<file path="config.mk">
export PLATFORM = sky130hd
export DESIGN_NAME = gpac_adc_fifo_arbiter_flat
export DESIGN_NICKNAME = d
export VERILOG_FILES = /design/src/rtl/gpac_adc_fifo_arbiter_if.sv /design/src/rtl/gpac_adc_fifo_arbiter.sv /design/src/flat_wrapper.sv
export SDC_FILE = /design/constraint.sdc
export NUM_CORES = 1
export LEC_CHECK = 0
export BUFFER_PORTS_ARGS = -buffer_cell sky130_fd_sc_hd__buf_2
export CORE_ASPECT_RATIO = 0.7
export CORE_MARGIN = 8
export CORE_UTILIZATION = 40
export DETAILED_ROUTE_END_ITERATION = 10
export PLACE_DENSITY = 0.95
export REMOVE_ABC_BUFFERS = 1
export SETUP_SLACK_MARGIN = 0.02
export SLEW_MARGIN = 20
export SYNTH_ARGS = -nofsm -noshare
export SYNTH_HDL_FRONTEND = slang
export SYNTH_SLANG_ARGS = --single-unit
export TNS_END_PERCENT = 20
</file>
<file path="constraint.sdc">
create_clock -name BUS_CLK -period 3.4 [get_ports BUS_CLK]
set_input_delay 0.17 -clock BUS_CLK [delete_from_list [all_inputs] [get_ports BUS_CLK]]
set_output_delay 0.17 -clock BUS_CLK [all_outputs]
set_load 0.02 [all_outputs]
</file>
<file path="src/rtl/gpac_adc_fifo_arbiter_if.sv">
// Bus bundle between the per-channel ADC receiver FIFOs, the arbiter and the
// single downstream FIFO consumer.
//
// Handshake: every stream here is first-word-fall-through. A word is valid
// whenever its EMPTY flag is low; the reader takes it by raising READ in that
// same cycle, and the word counts as transferred only when READ && !EMPTY at
// the clock edge. READ while EMPTY is high is legal and has no effect.
`timescale 1ns/1ps
interface gpac_adc_fifo_arbiter_if #(
    parameter int N_CH = 4
);
    localparam int IW = $clog2(N_CH);

    // Channel side (one lane per ADC receiver)
    logic [N_CH-1:0]    CH_ENABLE;
    logic [N_CH-1:0]    CH_FIFO_EMPTY;
    logic [32*N_CH-1:0] CH_FIFO_DATA;
    logic [N_CH-1:0]    CH_FIFO_READ;

    // Merged downstream stream
    logic               FIFO_READ;
    logic               FIFO_EMPTY;
    logic [31:0]        FIFO_DATA;

    // Status
    logic [N_CH-1:0]    GRANT;
    logic               BUSY;

    // Debug view of the arbiter bookkeeping
    logic [IW-1:0]      dbg_ptr;
    logic [7:0]         dbg_burst_cnt;

    modport slave (
        input  CH_ENABLE, CH_FIFO_EMPTY, CH_FIFO_DATA, FIFO_READ,
        output CH_FIFO_READ, FIFO_EMPTY, FIFO_DATA, GRANT, BUSY,
        output dbg_ptr, dbg_burst_cnt
    );

    modport master (
        output CH_ENABLE, CH_FIFO_EMPTY, CH_FIFO_DATA, FIFO_READ,
        input  CH_FIFO_READ, FIFO_EMPTY, FIFO_DATA, GRANT, BUSY,
        input  dbg_ptr, dbg_burst_cnt
    );
endinterface

</file>
<file path="src/rtl/gpac_adc_fifo_arbiter.sv">
// Round-robin read arbiter merging N_CH FWFT channel FIFOs into one FWFT
// stream. One channel is granted at a time for at most MAX_BURST words; the
// data path is purely combinational, so nothing is buffered inside.
// The interface instance must be built with the same N_CH as this module.
`timescale 1ns/1ps
module gpac_adc_fifo_arbiter #(
    parameter int N_CH      = 4,
    parameter int MAX_BURST = 16
) (
    input  logic                   BUS_CLK,
    input  logic                   BUS_RST,
    gpac_adc_fifo_arbiter_if.slave bus
);
    localparam int         IW        = $clog2(N_CH);
    localparam logic [7:0] LAST_BEAT = 8'(MAX_BURST - 1);

    typedef enum logic {
        S_IDLE  = 1'b0,
        S_GRANT = 1'b1
    } state_t;

    state_t          state, state_n;
    logic [IW-1:0]   grant_idx, grant_idx_n;
    logic [IW-1:0]   ptr, ptr_n;
    logic [7:0]      burst_cnt, burst_cnt_n;

    logic [N_CH-1:0] cand;
    logic [IW-1:0]   pick_idx;
    logic            pick_found;
    logic            cur_empty;
    logic            transfer;

    // (base + off) mod N_CH for base < N_CH and 0 <= off < N_CH
    function automatic logic [IW-1:0] wrap_add(input logic [IW-1:0] base, input int off);
        int s;
        s = int'(base) + off;
        if (s >= N_CH) s = s - N_CH;
        return IW'(s);
    endfunction

    // Pick the first ready channel scanning upward from ptr; scanning the
    // offsets downward lets the smallest offset win without a break
    always_comb begin
        cand       = bus.CH_ENABLE & ~bus.CH_FIFO_EMPTY;
        pick_found = 1'b0;
        pick_idx   = ptr;
        for (int k = N_CH - 1; k >= 0; k--) begin
            if (cand[wrap_add(ptr, k)]) begin
                pick_found = 1'b1;
                pick_idx   = wrap_add(ptr, k);
            end
        end
    end

    // Next-state logic plus the combinational grant-side data path
    always_comb begin
        state_n          = state;
        grant_idx_n      = grant_idx;
        ptr_n            = ptr;
        burst_cnt_n      = burst_cnt;
        cur_empty        = 1'b1;
        transfer         = 1'b0;
        bus.FIFO_EMPTY   = 1'b1;
        bus.FIFO_DATA    = '0;
        bus.CH_FIFO_READ = '0;
        bus.GRANT        = '0;
        bus.BUSY         = 1'b0;

        case (state)
            S_IDLE: begin
                if (pick_found) begin
                    state_n     = S_GRANT;
                    grant_idx_n = pick_idx;
                    burst_cnt_n = '0;
                end
            end
            S_GRANT: begin
                // A disabled channel looks empty immediately, which also
                // forces the release below at the coming edge
                cur_empty = bus.CH_FIFO_EMPTY[grant_idx] | ~bus.CH_ENABLE[grant_idx];
                transfer  = bus.FIFO_READ & ~cur_empty;

                bus.FIFO_EMPTY              = cur_empty;
                bus.FIFO_DATA               = bus.CH_FIFO_DATA[{grant_idx, 5'b0} +: 32];
                bus.CH_FIFO_READ[grant_idx] = transfer;
                bus.GRANT[grant_idx]        = 1'b1;
                bus.BUSY                    = 1'b1;

                if (transfer) begin
                    burst_cnt_n = burst_cnt + 8'd1;
                end
                // Release on a full burst or when the channel has nothing
                // to offer this cycle; priority moves past the granted one
                if ((transfer && (burst_cnt == LAST_BEAT)) || cur_empty) begin
                    state_n     = S_IDLE;
                    ptr_n       = wrap_add(grant_idx, 1);
                    burst_cnt_n = '0;
                end
            end
            default: begin
                state_n = S_IDLE;
            end
        endcase
    end

    // Bookkeeping registers; async reset drops the grant and every strobe
    always_ff @(posedge BUS_CLK or posedge BUS_RST) begin
        if (BUS_RST) begin
            state     <= S_IDLE;
            grant_idx <= '0;
            ptr       <= '0;
            burst_cnt <= '0;
        end else begin
            state     <= state_n;
            grant_idx <= grant_idx_n;
            ptr       <= ptr_n;
            burst_cnt <= burst_cnt_n;
        end
    end

    assign bus.dbg_ptr       = ptr;
    assign bus.dbg_burst_cnt = burst_cnt;

endmodule

</file>
<file path="src/flat_wrapper.sv">
// flat-port wrapper written by rule: the top's interface ports become plain ports
module gpac_adc_fifo_arbiter_flat 
#(
    parameter int N_CH      = 4,
    parameter int MAX_BURST = 16
)
  (BUS_CLK, BUS_RST, bus_CH_ENABLE, bus_CH_FIFO_EMPTY, bus_CH_FIFO_DATA, bus_FIFO_READ, bus_CH_FIFO_READ, bus_FIFO_EMPTY, bus_FIFO_DATA, bus_GRANT, bus_BUSY, bus_dbg_ptr, bus_dbg_burst_cnt);
  gpac_adc_fifo_arbiter_if #(.N_CH(N_CH)) bus_i ();
  input  logic BUS_CLK;
  input  logic BUS_RST;
  input wire logic [$bits(bus_i.CH_ENABLE)-1:0] bus_CH_ENABLE;
  input wire logic [$bits(bus_i.CH_FIFO_EMPTY)-1:0] bus_CH_FIFO_EMPTY;
  input wire logic [$bits(bus_i.CH_FIFO_DATA)-1:0] bus_CH_FIFO_DATA;
  input wire logic [$bits(bus_i.FIFO_READ)-1:0] bus_FIFO_READ;
  output wire logic [$bits(bus_i.CH_FIFO_READ)-1:0] bus_CH_FIFO_READ;
  output wire logic [$bits(bus_i.FIFO_EMPTY)-1:0] bus_FIFO_EMPTY;
  output wire logic [$bits(bus_i.FIFO_DATA)-1:0] bus_FIFO_DATA;
  output wire logic [$bits(bus_i.GRANT)-1:0] bus_GRANT;
  output wire logic [$bits(bus_i.BUSY)-1:0] bus_BUSY;
  output wire logic [$bits(bus_i.dbg_ptr)-1:0] bus_dbg_ptr;
  output wire logic [$bits(bus_i.dbg_burst_cnt)-1:0] bus_dbg_burst_cnt;
  assign bus_i.CH_ENABLE = bus_CH_ENABLE;
  assign bus_i.CH_FIFO_EMPTY = bus_CH_FIFO_EMPTY;
  assign bus_i.CH_FIFO_DATA = bus_CH_FIFO_DATA;
  assign bus_i.FIFO_READ = bus_FIFO_READ;
  assign bus_CH_FIFO_READ = bus_i.CH_FIFO_READ;
  assign bus_FIFO_EMPTY = bus_i.FIFO_EMPTY;
  assign bus_FIFO_DATA = bus_i.FIFO_DATA;
  assign bus_GRANT = bus_i.GRANT;
  assign bus_BUSY = bus_i.BUSY;
  assign bus_dbg_ptr = bus_i.dbg_ptr;
  assign bus_dbg_burst_cnt = bus_i.dbg_burst_cnt;
  gpac_adc_fifo_arbiter #(.N_CH(N_CH), .MAX_BURST(MAX_BURST)) u_core (.BUS_CLK(BUS_CLK), .BUS_RST(BUS_RST), .bus(bus_i));
endmodule
</file>
* Word-level counts from Yosys, hierarchy flattened
Cells that the tools add are included.
** Cells by class
- Add/sub/neg operators :: 10
- Magnitude comparators :: 11
- Equal/unequal tests :: 3
- Shifts and indexed selects :: 1
- Multiplexer cells :: 39
- Bitwise operators :: 8
- Reduce and logical (&&, ||, !) cells :: 6
** Operators with widths (number)
- $shiftx A128 B8 Y32 :: 1
- $mux W32 :: 1
- $mux W8 :: 3
- $mux W2 :: 9
- $pmux W8 S2 :: 1
- $lt A2 B3 Y1 const B :: 5
- $mux W1 :: 15
- $bmux W1 S2 :: 6
- $ge A3 B3 Y1 const B :: 4
- $sub A2 B1 Y2 const B :: 5
- $add A8 B1 Y8 const B :: 1
- $and A4 B4 Y4 :: 2
- $eq A8 B4 Y1 const B :: 1
- $mux W4 :: 2
- $add A2 B1 Y3 const B :: 2
- $add A2 B2 Y3 const B :: 2
- $reduce_and A2 Y1 :: 3
- $not A4 Y4 :: 1
- $ge A2 B3 Y1 const B :: 1
- $ne A3 B3 Y1 const B :: 1
- $not A1 Y1 :: 3
- $demux W1 S2 :: 1
- $ge A2 B1 Y1 const B :: 1
- $logic_and A1 B1 Y1 :: 2
- other kinds (5) :: 5
** Storage, ports and cells
- Flip-flop bits (word level) :: 13
- Bits of input ports :: 139
- Output and inout port bits :: 52

* Longest topological paths before layout
Gate-level depths: netlist (run 1).
- Depth after elaboration :: 11
- Mapped depth :: 6
- Mapped depth without buffers :: 6

* Worst setup path after synthesis (run 1)
No wires, ideal clock.
- Kind :: register -> register
- From :: register u_core.grant_idx[1]
- To :: register u_core.burst_cnt[3] (netlist: u_core.bus.dbg_burst_cnt[3])
- Setup time :: 0.076 ns
- Arrival time :: 2.054 ns
- Data required time :: 3.324 ns
- Path slack :: 1.270 ns
- Cell stages (with the launch flop) :: 7
- Buffers on the path :: 1
- Clock period less this slack :: 2.130 ns
- Cell sequence :: dfrtp_1 buf_6 and4b_4 o41ai_4 o22ai_4 or4_1 o21ai_1
** On the way
- Cells in the longest elaborated chain, start to end :: 10
- Elaborated cells on any way between the ends :: 14
- Those cells by class :: eq/ne: 1; mux: 6; bitwise: 4; reduce/logical: 3
** Ends and longest elaborated chain
- from (decl) :: RTL line gpac_adc_fifo_arbiter.sv:23 : logic [IW-1:0] grant_idx, grant_idx_n;
- from (signal assigned) :: RTL line gpac_adc_fifo_arbiter.sv:115 : grant_idx <= grant_idx_n;
- $bmux W1 S2 :: RTL line gpac_adc_fifo_arbiter.sv:80 : cur_empty = bus.CH_FIFO_EMPTY[grant_idx] | ~bus.CH_ENABLE[grant_idx];
- $mux W1 (not written as such) :: RTL line gpac_adc_fifo_arbiter.sv:80
- $not A1 Y1 :: RTL line gpac_adc_fifo_arbiter.sv:80
- $or A1 B1 Y1 (*) :: RTL line gpac_adc_fifo_arbiter.sv:80
- $not A1 Y1 :: RTL line gpac_adc_fifo_arbiter.sv:81 : transfer = bus.FIFO_READ & ~cur_empty;
- $and A1 B1 Y1 :: RTL line gpac_adc_fifo_arbiter.sv:81
- $logic_and A1 B1 Y1 :: RTL line gpac_adc_fifo_arbiter.sv:94 : if ((transfer && (burst_cnt == LAST_BEAT)) || cur_empty) begin
- $logic_or A1 B1 Y1 :: RTL line gpac_adc_fifo_arbiter.sv:94
- $mux W8 or $ne A3 B3 Y1 (tied branches)
- $pmux W8 S2 or $reduce_and A2 Y1 (tied branches)
- to (signal assigned) :: RTL line gpac_adc_fifo_arbiter.sv:117 : burst_cnt <= burst_cnt_n;
- to (decl) :: RTL line gpac_adc_fifo_arbiter.sv:25 : logic [7:0] burst_cnt, burst_cnt_n;
Every way passes the cells marked *; elsewhere a longest branch is shown, timed or not. The select of a mux whose other input is x is not followed.
A chain may end at the register's enable or synchronous reset.

* Worst setup path in the final report (run 1)
- From :: register u_core.grant_idx[0]
- To :: output port bus_FIFO_DATA[25]
** On the way
- Cells in the longest elaborated chain, start to end :: 2
** Ends and longest elaborated chain
- $shiftx A128 B8 Y32 :: RTL line gpac_adc_fifo_arbiter.sv:84 : bus.FIFO_DATA = bus.CH_FIFO_DATA[{grant_idx, 5'b0} +: 32];
- $mux W32 :: RTL line gpac_adc_fifo_arbiter.sv:69 : case (state)
- to (decl) :: RTL line flat_wrapper.sv:17 : output wire logic [$bits(bus_i.FIFO_DATA)-1:0] bus_FIFO_DATA;
No other way between the ends.

==> results.sh, run 1 <==
export IMPL_status="complete, no violations"
export IMPL_rsz0062_at_grt="false"
export IMPL_critPathCaptureType="output pin"
export IMPL_ctsResizeCount=0
export IMPL_rr_startpoint="u_core.grant_idx[1]$_DFFE_PP0P_"
export IMPL_first_pass_iters=4
export IMPL_skew_ns=0.00173
export IMPL_dieArea_um2=7580
export IMPL_setup_viol=0
export IMPL_synth_cells=190
export IMPL_timing_hold_ws_ns=0.431
export IMPL_ys_types=43
export IMPL_leakagePower_nw=1.59
export IMPL_overflow=0
export IMPL_max_freq_ghz=0.409
export IMPL_tightestPinTransition_ns=0.983
export IMPL_synth_warnings=0
export IMPL_rows=21
export IMPL_grt_pass1_vias=2563
export IMPL_min_period_ns=2.44
export IMPL_clkLatencyLatePin_ns=0.24
export IMPL_min_path_cells=4
export IMPL_placed_area_um2=3000
export IMPL_cts_root_buf="clkbuf_8"
export IMPL_grt_max_degree=32
export IMPL_vias=2475
export IMPL_cts_sinks=13
export IMPL_synthesis_area_um2=2010
export IMPL_tns_ns=0
export IMPL_synth_seq_cells=13
export IMPL_hold_end="u_core.grant_idx[1]$_DFFE_PP0P_"
export IMPL_syn_avg_cell_area_um2=10.6
export IMPL_place_congestion=0.938
export IMPL_critPathArrivalTime_ns=2.27
export IMPL_cts_inserted_buffers=3
export IMPL_dp_hpwl_um=7560
export IMPL_total_power_w=0.00204
export IMPL_grt_usage=0.231
export IMPL_fillers=413
export IMPL_ctsHoldBuffers=1
export IMPL_grt_first_pass_wirelength_um=13600
export IMPL_yosysSeqAreaShare=0.162
export IMPL_ir_drop_uv=522
export IMPL_start_kind="flip-flop"
export IMPL_nets=519
export IMPL_critical_path_class="flip-flop to output pin"
export IMPL_worst_r2r_cell_count=5
export IMPL_drv_cap=0
export IMPL_hp_start="bus_CH_FIFO_EMPTY[3]"
export IMPL_fin_area_um2=3060
export IMPL_synthToLayoutAreaGrowth_pct=52.3
export IMPL_synth_largest_area_cell="mux4_2"
export IMPL_synthTopCellsByArea="mux4_2, dfrtp_1, and2_1"
export IMPL_final_common_cell="buf_2"
export IMPL_synth_top_area_share=0.336
export IMPL_drtAntennaViolNets=0
export IMPL_synth_edff_count=0
export IMPL_htreeDepth=1
export IMPL_hold_viol=0
export IMPL_powerDensity_nw_per_um2=668
export IMPL_path_clk_slew_ns=0.05
export IMPL_post_cts_setup_buffers=0
export IMPL_route_detailed_drc=0
export IMPL_layout_common_cells="buf_2, and2_1, mux4_2"
export IMPL_drive_above_1_share=0.628
export IMPL_antenna_found_initial=0
export IMPL_routed_wirelength_um=8890
export IMPL_fp_dieW_um=101
export IMPL_cp_required_ns=3.23
export IMPL_io_pins=191
export IMPL_insertedDiodeCount=0
export IMPL_synth_main_ff_cell="dfrtp_1"
export IMPL_die_height_um=75.3
export IMPL_cts_tree="yes"
export IMPL_slew_headroom=0.345
export IMPL_routed_via_density=5.59
export IMPL_reg2reg_to="u_core.bus.dbg_burst_cnt[7]$_DFFE_PP0P_"
export IMPL_cp_max_fo=24
export IMPL_fin_crit_sh=0.719
export IMPL_rrSetupSlack_ns=1.02
export IMPL_cts_buffer_depth=2
export IMPL_async_flop_share=1.00
export IMPL_hold_path_class="primary input to flip-flop"
export IMPL_initial_core_util=0.418
export IMPL_core_area_um2=4810
export IMPL_wl_per_cell_um=20.1
export IMPL_io_buffers=190
export IMPL_drt_iter0_markers=120
export IMPL_slew_violations=0
-- area by class of cell --
type	count	area, um2	area share
inverters	6	22.5	0.00736
repair buffers	194	983	0.322
flip-flops and latches	13	327	0.107
clock buffers	4	45.0	0.0147
multi-input cells	157	1590	0.521
well taps	69	86.3	0.0282
-- worst max-delay path by stage --
stage	slack [ns]	from	endpoint	cells after the start
6_report	0.96	u_core.grant_idx[0]$_DFFE_PP0P_	bus_FIFO_DATA[25]	4
3_3_place_gp	1.17	u_core.grant_idx[1]$_DFFE_PP0P_	u_core.bus.dbg_burst_cnt[7]$_DFFE_PP0P_	5
5_1_grt	0.76	u_core.grant_idx[0]$_DFFE_PP0P_	bus_FIFO_DATA[15]	4
3_5_place_dp	1.07	u_core.grant_idx[1]$_DFFE_PP0P_	u_core.bus.dbg_burst_cnt[7]$_DFFE_PP0P_	5
2_1_floorplan	0.27	u_core.grant_idx[0]$_DFFE_PP0P_	u_core.bus.dbg_burst_cnt[3]$_DFFE_PP0P_	5
4_1_cts	0.90	u_core.grant_idx[0]$_DFFE_PP0P_	bus_FIFO_DATA[17]	4
-- worst max-delay path, cell delays in order, from the launching register on --
cell and delay [ns]:
dfrtp_2 0.67, buf_4 0.46, mux4_2 0.57, and2_1 0.17, buf_2 0.15
-- flip-flops by register name (all words and copies together), names as in the netlist --
name / cells
u_core.bus.dbg_burst_cnt: 8
u_core.bus.dbg_ptr: 2
u_core.grant_idx: 2
u_core.state: 1
-- cell families after synthesis --
logic type | share of synthesized area
AO/OA/AOI/OAI | 0.115
buffers and inverters | 0.0442
multiplexers | 0.374
AND/OR/NAND/NOR | 0.270
XOR/XNOR | 0.00436
adder cells (fa/ha/maj) | 0.0312
flip-flops | 0.162
-- where the power goes --
group	total (W)	switching, W	internal [W]
Sequential	0.000347	0.000157	0.000190
Combinational	0.00156	0.000805	0.000753
Clock	0.000138	0.0000551	0.0000828
-- metal layers --
layer | GRT usage | vias to the layer above | part of all wire
met5 | 0 | - | 0
met4 | 0.0450 | 0 | 0.019
met3 | 0.0702 | 23 | 0.10
met2 | 0.442 | 141 | 0.51
met1 | 0.247 | 1198 | 0.37
li1 | - | 1113 | -
-- synth_stat cells, types with 3 or more instances --
cell type  count
o22ai_1        3
buf_2          5
inv_1          6
mux4_2        30
and2_1        36
nor2_1         3
nor3_1         3
ha_1           5
o21ai_0        8
nand2b_1       3
nand3_1        3
nor2b_1        4
or4_1          4
dfrtp_1       13
nand2_1       13
nor3b_1        3
nor4_1         3
clkbuf_1       8
a21oi_1        5
and3_1         4
-- stage by stage --
| step | util | worst slack, ns | std cells |
|---|---|---|---|
| 2_1_floorplan | - | 0.266 | 176 |
| 3_3_place_gp | 0.625 | 1.17 | 438 |
| 3_5_place_dp | 0.625 | 1.07 | 438 |
| 4_1_cts | 0.636 | 0.904 | 443 |
| 5_1_grt | 0.636 | 0.763 | 443 |
| 6_report | 0.636 | 0.955 | 443 |
(Power assumes the default switching activity.)
==> inputs of run 2 (changes only) <==
--- a/config.mk
+++ b/config.mk
@@ -8,9 +8,9 @@
 export BUFFER_PORTS_ARGS = -buffer_cell sky130_fd_sc_hd__buf_2
 export CORE_ASPECT_RATIO = 0.7
 export CORE_MARGIN = 8
-export CORE_UTILIZATION = 40
+export CORE_UTILIZATION = 34
 export DETAILED_ROUTE_END_ITERATION = 10
-export PLACE_DENSITY = 0.95
+export PLACE_DENSITY = 0.9
 export REMOVE_ABC_BUFFERS = 1
 export SETUP_SLACK_MARGIN = 0.02
 export SLEW_MARGIN = 20
==> constraint.sdc (replaced) <==
create_clock -name BUS_CLK -period 2 [get_ports BUS_CLK]
set_input_delay 0.1 -clock BUS_CLK [delete_from_list [all_inputs] [get_ports BUS_CLK]]
set_output_delay 0.1 -clock BUS_CLK [all_outputs]
set_load 0.02 [all_outputs]
==> run 2 against run 1 <==
Against the previous run: the flow now finishes with violations (setup timing); flip-flop and latch count did not move; register-to-register slack worse by 1.1 ns; final cell count increased by 5.2%; worst hold slack got worse by 0.052 ns; sequential share of layout area shrank 0.75 points; clock skew decreased by 0.00095 ns; setup slack worse by 1.0 ns; clock power grew 76%; count of clock-buffer cells in the layout unchanged; first-iteration DRC count up 60%; die area grew 14%; non-clock buffer count grew 15; highest routed layer unchanged.
==> results.sh, run 2 (synthesis gave the netlist of run 1 again) <==
export IMPL_cts_root_buf="clkbuf_8"
export IMPL_ir_drop_uv=986
export IMPL_drt_iter0_markers=192
export IMPL_io_pins=191
export IMPL_first_pass_iters=4
export IMPL_regArea_um2=327
export IMPL_drv_cap=0
export IMPL_htreeDepth=1
export IMPL_overflow=0
export IMPL_critPathArrivalTime_ns=2.22
export IMPL_route_detailed_drc=0
export IMPL_fin_crit_sh=1.02
export IMPL_place_congestion=0.945
export IMPL_fillers=538
export IMPL_tns_ns=-0.106
export IMPL_slew_headroom=0.636
export IMPL_slew_violations=0
export IMPL_cts_sinks=13
export IMPL_drtAntennaViolNets=0
export IMPL_routed_via_density=5.47
export IMPL_cts_inserted_buffers=3
export IMPL_path_clk_slew_ns=0.06
export IMPL_cts_tree="yes"
export IMPL_initial_core_util=0.351
export IMPL_multi_input_area_um2=1620
export IMPL_hold_viol=0
export IMPL_violations="setup timing"
export IMPL_grt_pass1_vias=2715
export IMPL_cp_max_fo=6
export IMPL_dieArea_um2=8660
export IMPL_skew_ns=0.000773
export IMPL_grt_max_degree=37
export IMPL_cp_required_ns=2.17
export IMPL_layout_common_cells="buf_2, and2_1, mux4_2"
export IMPL_core_area_um2=5730
export IMPL_synthToLayoutAreaGrowth_pct=63.7
export IMPL_cts_buffer_depth=2
export IMPL_antenna_found_initial=2
export IMPL_wl_per_cell_um=21.1
export IMPL_max_freq_ghz=0.488
export IMPL_total_power_w=0.00390
export IMPL_nets=534
export IMPL_grt_first_pass_wirelength_um=14700
export IMPL_clkLatencyLatePin_ns=0.24
export IMPL_hold_path_class="primary input to flip-flop"
export IMPL_leakagePower_nw=1.69
export IMPL_die_height_um=80.3
export IMPL_finalWorstSetupSlack_ns=-0.0496
export IMPL_routed_wirelength_um=9810
export IMPL_powerDensity_nw_per_um2=1190
export IMPL_dp_hpwl_um=8010
export IMPL_critPathCaptureType="flip-flop"
export IMPL_drive_above_1_share=0.658
export IMPL_rsz0062_at_grt="true"
export IMPL_rows=23
export IMPL_min_period_ns=2.05
export IMPL_grt_usage=0.215
export IMPL_vias=2549
export IMPL_status="complete, but fails checks"
export IMPL_largest_reg_flops=8
export IMPL_start_kind="flip-flop"
export IMPL_fp_dieW_um=108
export IMPL_critical_path_class="flip-flop to flip-flop"
export IMPL_final_common_cell="buf_2"
export IMPL_tightestPinTransition_ns=0.538
export IMPL_io_buffers=190
export IMPL_setup_viol=3
==> run 2: cell count changes in the layout (fill, tap and decap cells not counted), sizes merged <==
cell / previous run / this run
clkbuf: 4 / 5
diode: 0 / 2
buf: 193 / 207
==> run 2: metrics by stage <==
| step | std cells | instance area, um2 | util | hold WS (ns) | setup WS (ns) |
|---|---|---|---|---|---|
| final | 466 | 3290 | 0.574 | 0.380 | -0.0496 |
| after global routing | 466 | 3290 | 0.574 | 0.437 | -0.109 |
| after CTS | 460 | 3220 | 0.562 | 0.370 | -0.0251 |
| after detailed placement | 453 | 3090 | 0.540 | 0.167 | -0.0259 |
| after global placement | 453 | 3090 | 0.540 | 0.151 | 0.0761 |
| after floorplan | 176 | 1940 | - | -0.0230 | -1.13 |
==> run 2: layer usage <==
| metal | global-route usage | wire length [um] |
|---|---|---|
| met1 | 0.254 | 3730 |
| met2 | 0.380 | 4860 |
| met3 | 0.0520 | 937 |
| met4 | 0.0662 | 282 |
| met5 | 0 | 0 |
==> run 2: worst paths after layout <==
check | slack (ns) | startpoint | cells after the start | end
max in group asynchronous | 1.16 | BUS_RST | 3 | u_core.grant_idx[0]$_DFFE_PP0P_
hold / removal | 0.38 | bus_CH_FIFO_EMPTY[3] | 4 | u_core.grant_idx[1]$_DFFE_PP0P_
setup reg to reg | -0.05 | u_core.grant_idx[0]$_DFFE_PP0P_ | 5 | u_core.bus.dbg_burst_cnt[3]$_DFFE_PP0P_
min in group asynchronous | 0.44 | BUS_RST | 3 | u_core.grant_idx[1]$_DFFE_PP0P_
hold reg to reg | 0.57 | u_core.bus.dbg_burst_cnt[1]$_DFFE_PP0P_ | 2 | u_core.bus.dbg_burst_cnt[1]$_DFFE_PP0P_
setup / recovery | -0.05 | u_core.grant_idx[0]$_DFFE_PP0P_ | 5 | u_core.bus.dbg_burst_cnt[3]$_DFFE_PP0P_
==> run 2: cell type report <==
cell class | instances | area share
multi-input combinational | 157 | 0.494
timing repair buffer | 209 | 0.356
sequential | 13 | 0.0993
tap | 75 | 0.0285
clock buffer | 4 | 0.0137
inverter | 6 | 0.00685
antenna | 2 | 0.00152
==> run 2: critical path, cell delays in order (launching register included) <==
cell	delay, ns
dfrtp_2	0.43
and4bb_2	0.29
o41ai_4	0.49
o22ai_4	0.16
or4_1	0.50
o21ai_1	0.09
==> run 2: what timing repair did <==
item	in CTS	in global routing
gates resized for setup	10	5
setup buffers	2	3
pin swaps	4	4
hold buffers	1	0
cloned	1	1
hold endpoints to repair	13	0
setup endpoints to repair	38	39
==> run 2: power breakdown <==
group | internal [W] | leakage (nW) | total, W | switching, W
clock | 0.000141 | 0.0228 | 0.000243 | 0.000102
combinational | 0.00155 | 1.50 | 0.00322 | 0.00167
sequential | 0.000327 | 0.171 | 0.000433 | 0.000106
==> inputs of run 3 (changes only) <==
--- a/config.mk
+++ b/config.mk
@@ -6,7 +6,6 @@
 export NUM_CORES = 1
 export LEC_CHECK = 0
 export BUFFER_PORTS_ARGS = -buffer_cell sky130_fd_sc_hd__buf_2
-export CORE_ASPECT_RATIO = 0.7
 export CORE_MARGIN = 8
 export CORE_UTILIZATION = 34
 export DETAILED_ROUTE_END_ITERATION = 10
@@ -17,4 +16,3 @@
 export SYNTH_ARGS = -nofsm -noshare
 export SYNTH_HDL_FRONTEND = slang
 export SYNTH_SLANG_ARGS = --single-unit
-export TNS_END_PERCENT = 20
==> run 3 against run 2 <==
Against the previous run: the run now ends clean; sequential share of layout area fell by 0.097 points; final cell count rose by 0.64%; maximum frequency rose by 4.3%; clock power fell by 2%; first-iteration DRC count fell by 39%; count of clock-buffer cells in the layout did not move; non-clock buffer count rose by 4; design area rose by 1.4%; register-to-register slack improved by 0.10 ns; sequential power fell by 0.9%.
==> results.sh, run 3 (synthesis gave the netlist of run 1 again) <==
export IMPL_status="complete, no violations"
export IMPL_power_frac_clock=0.062
export IMPL_cts_sinks=13
export IMPL_synthToLayoutAreaGrowth_pct=66.0
export IMPL_cp_slowest_stage_delay_ns=0.59
export IMPL_rrSetupSlack_ns=0.05
export IMPL_setup_viol=0
export IMPL_grt_usage=0.204
export IMPL_start_kind="flip-flop"
export IMPL_die_height_um=92.9
export IMPL_route_detailed_drc=0
export IMPL_antenna_found_initial=1
export IMPL_drive_above_1_share=0.677
export IMPL_wl_per_cell_um=20.2
export IMPL_initial_core_util=0.345
export IMPL_dp_hpwl_um=8050
export IMPL_dp_slack_ns=-0.00346
export IMPL_grt_pass1_vias=2607
export IMPL_hold_viol=0
export IMPL_overflow=0
export IMPL_critPathArrivalTime_ns=1.87
export IMPL_rows=28
export IMPL_slowest_stage="or4_4"
export IMPL_nets=538
export IMPL_critPathCaptureType="output pin"
export IMPL_core_area_um2=5820
export IMPL_hp_start="bus_CH_FIFO_EMPTY[3]"
export IMPL_cts_root_buf="clkbuf_8"
export IMPL_cts_tree="yes"
export IMPL_drv_cap=0
export IMPL_routed_via_density=5.31
export IMPL_tightestPinTransition_ns=0.518
export IMPL_dieArea_um2=8620
export IMPL_min_period_ns=1.97
export IMPL_io_pins=191
export IMPL_cts_buffer_depth=2
export IMPL_leakagePower_nw=1.70
export IMPL_place_congestion=0.881
export IMPL_max_freq_ghz=0.509
export IMPL_rsz0062_at_grt="true"
export IMPL_pwr_share_comb=0.827
export IMPL_fin_area_um2=3330
export IMPL_min_path_cells=4
export IMPL_ir_drop_uv=672
export IMPL_rr_startpoint="u_core.grant_idx[0]$_DFFE_PP0P_"
export IMPL_final_common_cell="buf_2"
export IMPL_worst_r2r_cell_count=7
export IMPL_path_clk_slew_ns=0.05
export IMPL_cp_max_fo=6
export IMPL_grt_max_degree=24
export IMPL_p_switching_w=0.00183
export IMPL_reg2reg_to="u_core.bus.dbg_burst_cnt[3]$_DFFE_PP0P_"
export IMPL_finalWorstSetupSlack_ns=0.0343
export IMPL_grt_first_pass_wirelength_um=14000
export IMPL_crit_start="u_core.grant_idx[0]$_DFFE_PP0P_"
export IMPL_slew_headroom=0.654
export IMPL_fillers=510
export IMPL_vias=2490
export IMPL_htreeDepth=1
export IMPL_fin_crit_sh=0.983
export IMPL_path_cells="and4bb_2 > or4_4 > and3_4 > buf_6"
export IMPL_layout_common_cells="buf_2, and2_1, mux4_2"
export IMPL_hold_end="u_core.grant_idx[1]$_DFFE_PP0P_"
export IMPL_p_int_w=0.00203
export IMPL_largest_reg_flops=8
export IMPL_placed_area_um2=3090
export IMPL_cts_inserted_buffers=3
export IMPL_drt_iter0_markers=117
export IMPL_io_buffers=190
export IMPL_fp_dieW_um=92.9
export IMPL_skew_ns=0.00168
export IMPL_drtAntennaViolNets=0
export IMPL_seq_power_share=0.111
export IMPL_cp_required_ns=1.90
export IMPL_sw_frac_of_total=0.475
export IMPL_hold_path_class="primary input to flip-flop"
export IMPL_powerDensity_nw_per_um2=1160
export IMPL_routed_wirelength_um=9500
export IMPL_clkLatencyLatePin_ns=0.24
export IMPL_first_pass_iters=4
export IMPL_slew_violations=0
export IMPL_critical_path_class="flip-flop to output pin"
[run 3: changes by cell type in the layout (fill, tap and decap cells not counted), moves of 2 or more]
| cell | delta |
|---|---|
| buf_4 | +6 |
| and3_1 | -3 |
| and3_4 | +3 |
| buf_16 | -2 |
| buf_2 | -3 |
[run 3: worst max-delay path, delay by kind of cell, from the launching register on]
family / cells / cell delay (ns)
buf+inv: 1 / 0.12
flops: 1 / 0.43
simple gates: 3 / 1.06
[run 3: power groups by stage]
stage | logic (W) | clock network (W) | registers, W
final | 0.00319 | 0.000237 | 0.000429
after global placement | 0.00286 | 0 | 0.000431
after floorplan | 0.00166 | 0 | 0.000733
after global routing | 0.00342 | 0.000255 | 0.000438
after detailed placement | 0.00293 | 0 | 0.000442
after CTS | 0.00301 | 0.000243 | 0.000443
[run 3: per-stage QoR]
step / hold WS, ns / TNS (ns) / instances / utilization / power, W
2_1_floorplan: -0.0230 / -28.77 / 176 / - / 0.00240
3_3_place_gp: 0.156 / 0 / 454 / 0.531 / 0.00329
3_5_place_dp: 0.153 / -0.00346 / 454 / 0.531 / 0.00337
4_1_cts: 0.374 / 0 / 461 / 0.552 / 0.00370
5_1_grt: 0.431 / -0.258 / 469 / 0.573 / 0.00411
6_report: 0.369 / 0 / 469 / 0.573 / 0.00386
[run 3: worst max-delay path by stage]
stage                                              end  slack [ns]  depth (start not counted)
2_1_floorplan  u_core.bus.dbg_burst_cnt[3]$_DFFE_PP0P_       -1.13                          5
3_3_place_gp   u_core.bus.dbg_burst_cnt[3]$_DFFE_PP0P_        0.07                          5
3_5_place_dp   u_core.bus.dbg_burst_cnt[5]$_DFFE_PP0P_      -0.003                          5
4_1_cts                            bus_CH_FIFO_READ[1]       0.002                          4
5_1_grt        u_core.bus.dbg_burst_cnt[3]$_DFFE_PP0P_       -0.06                          6
6_report                           bus_CH_FIFO_READ[1]        0.03                          4
[run 3: area by class of cell]
class | count | area, um2 | area share
Sequential cell | 13 | 328 | 0.0983
Multi-Input combinational cell | 157 | 1650 | 0.495
Antenna cell | 1 | 2.50 | 0.000751
Inverter | 6 | 22.5 | 0.00676
Tap cell | 75 | 93.8 | 0.0282
Timing Repair Buffer | 213 | 1190 | 0.358
Clock buffer | 4 | 45.0 | 0.0135
[run 3: routing by layer]
metal | global-route usage | vias up | share of wire
met1 | 0.233 | 1206 | 0.38
li1 | - | 1148 | -
met2 | 0.369 | 121 | 0.52
met5 | 0 | - | 0
met4 | 0.0443 | 0 | 0.015
met3 | 0.0526 | 15 | 0.087
[run 3: repair_timing]
item                                   4_1_cts  5_1_grt
buffers inserted                             2        6
setup endpoints to repair                   28       26
endpoints found under the hold margin       13        0
cloned                                       0        1
pin swaps                                    7       11
resized for setup                           16       13
hold buffers                                 1        0
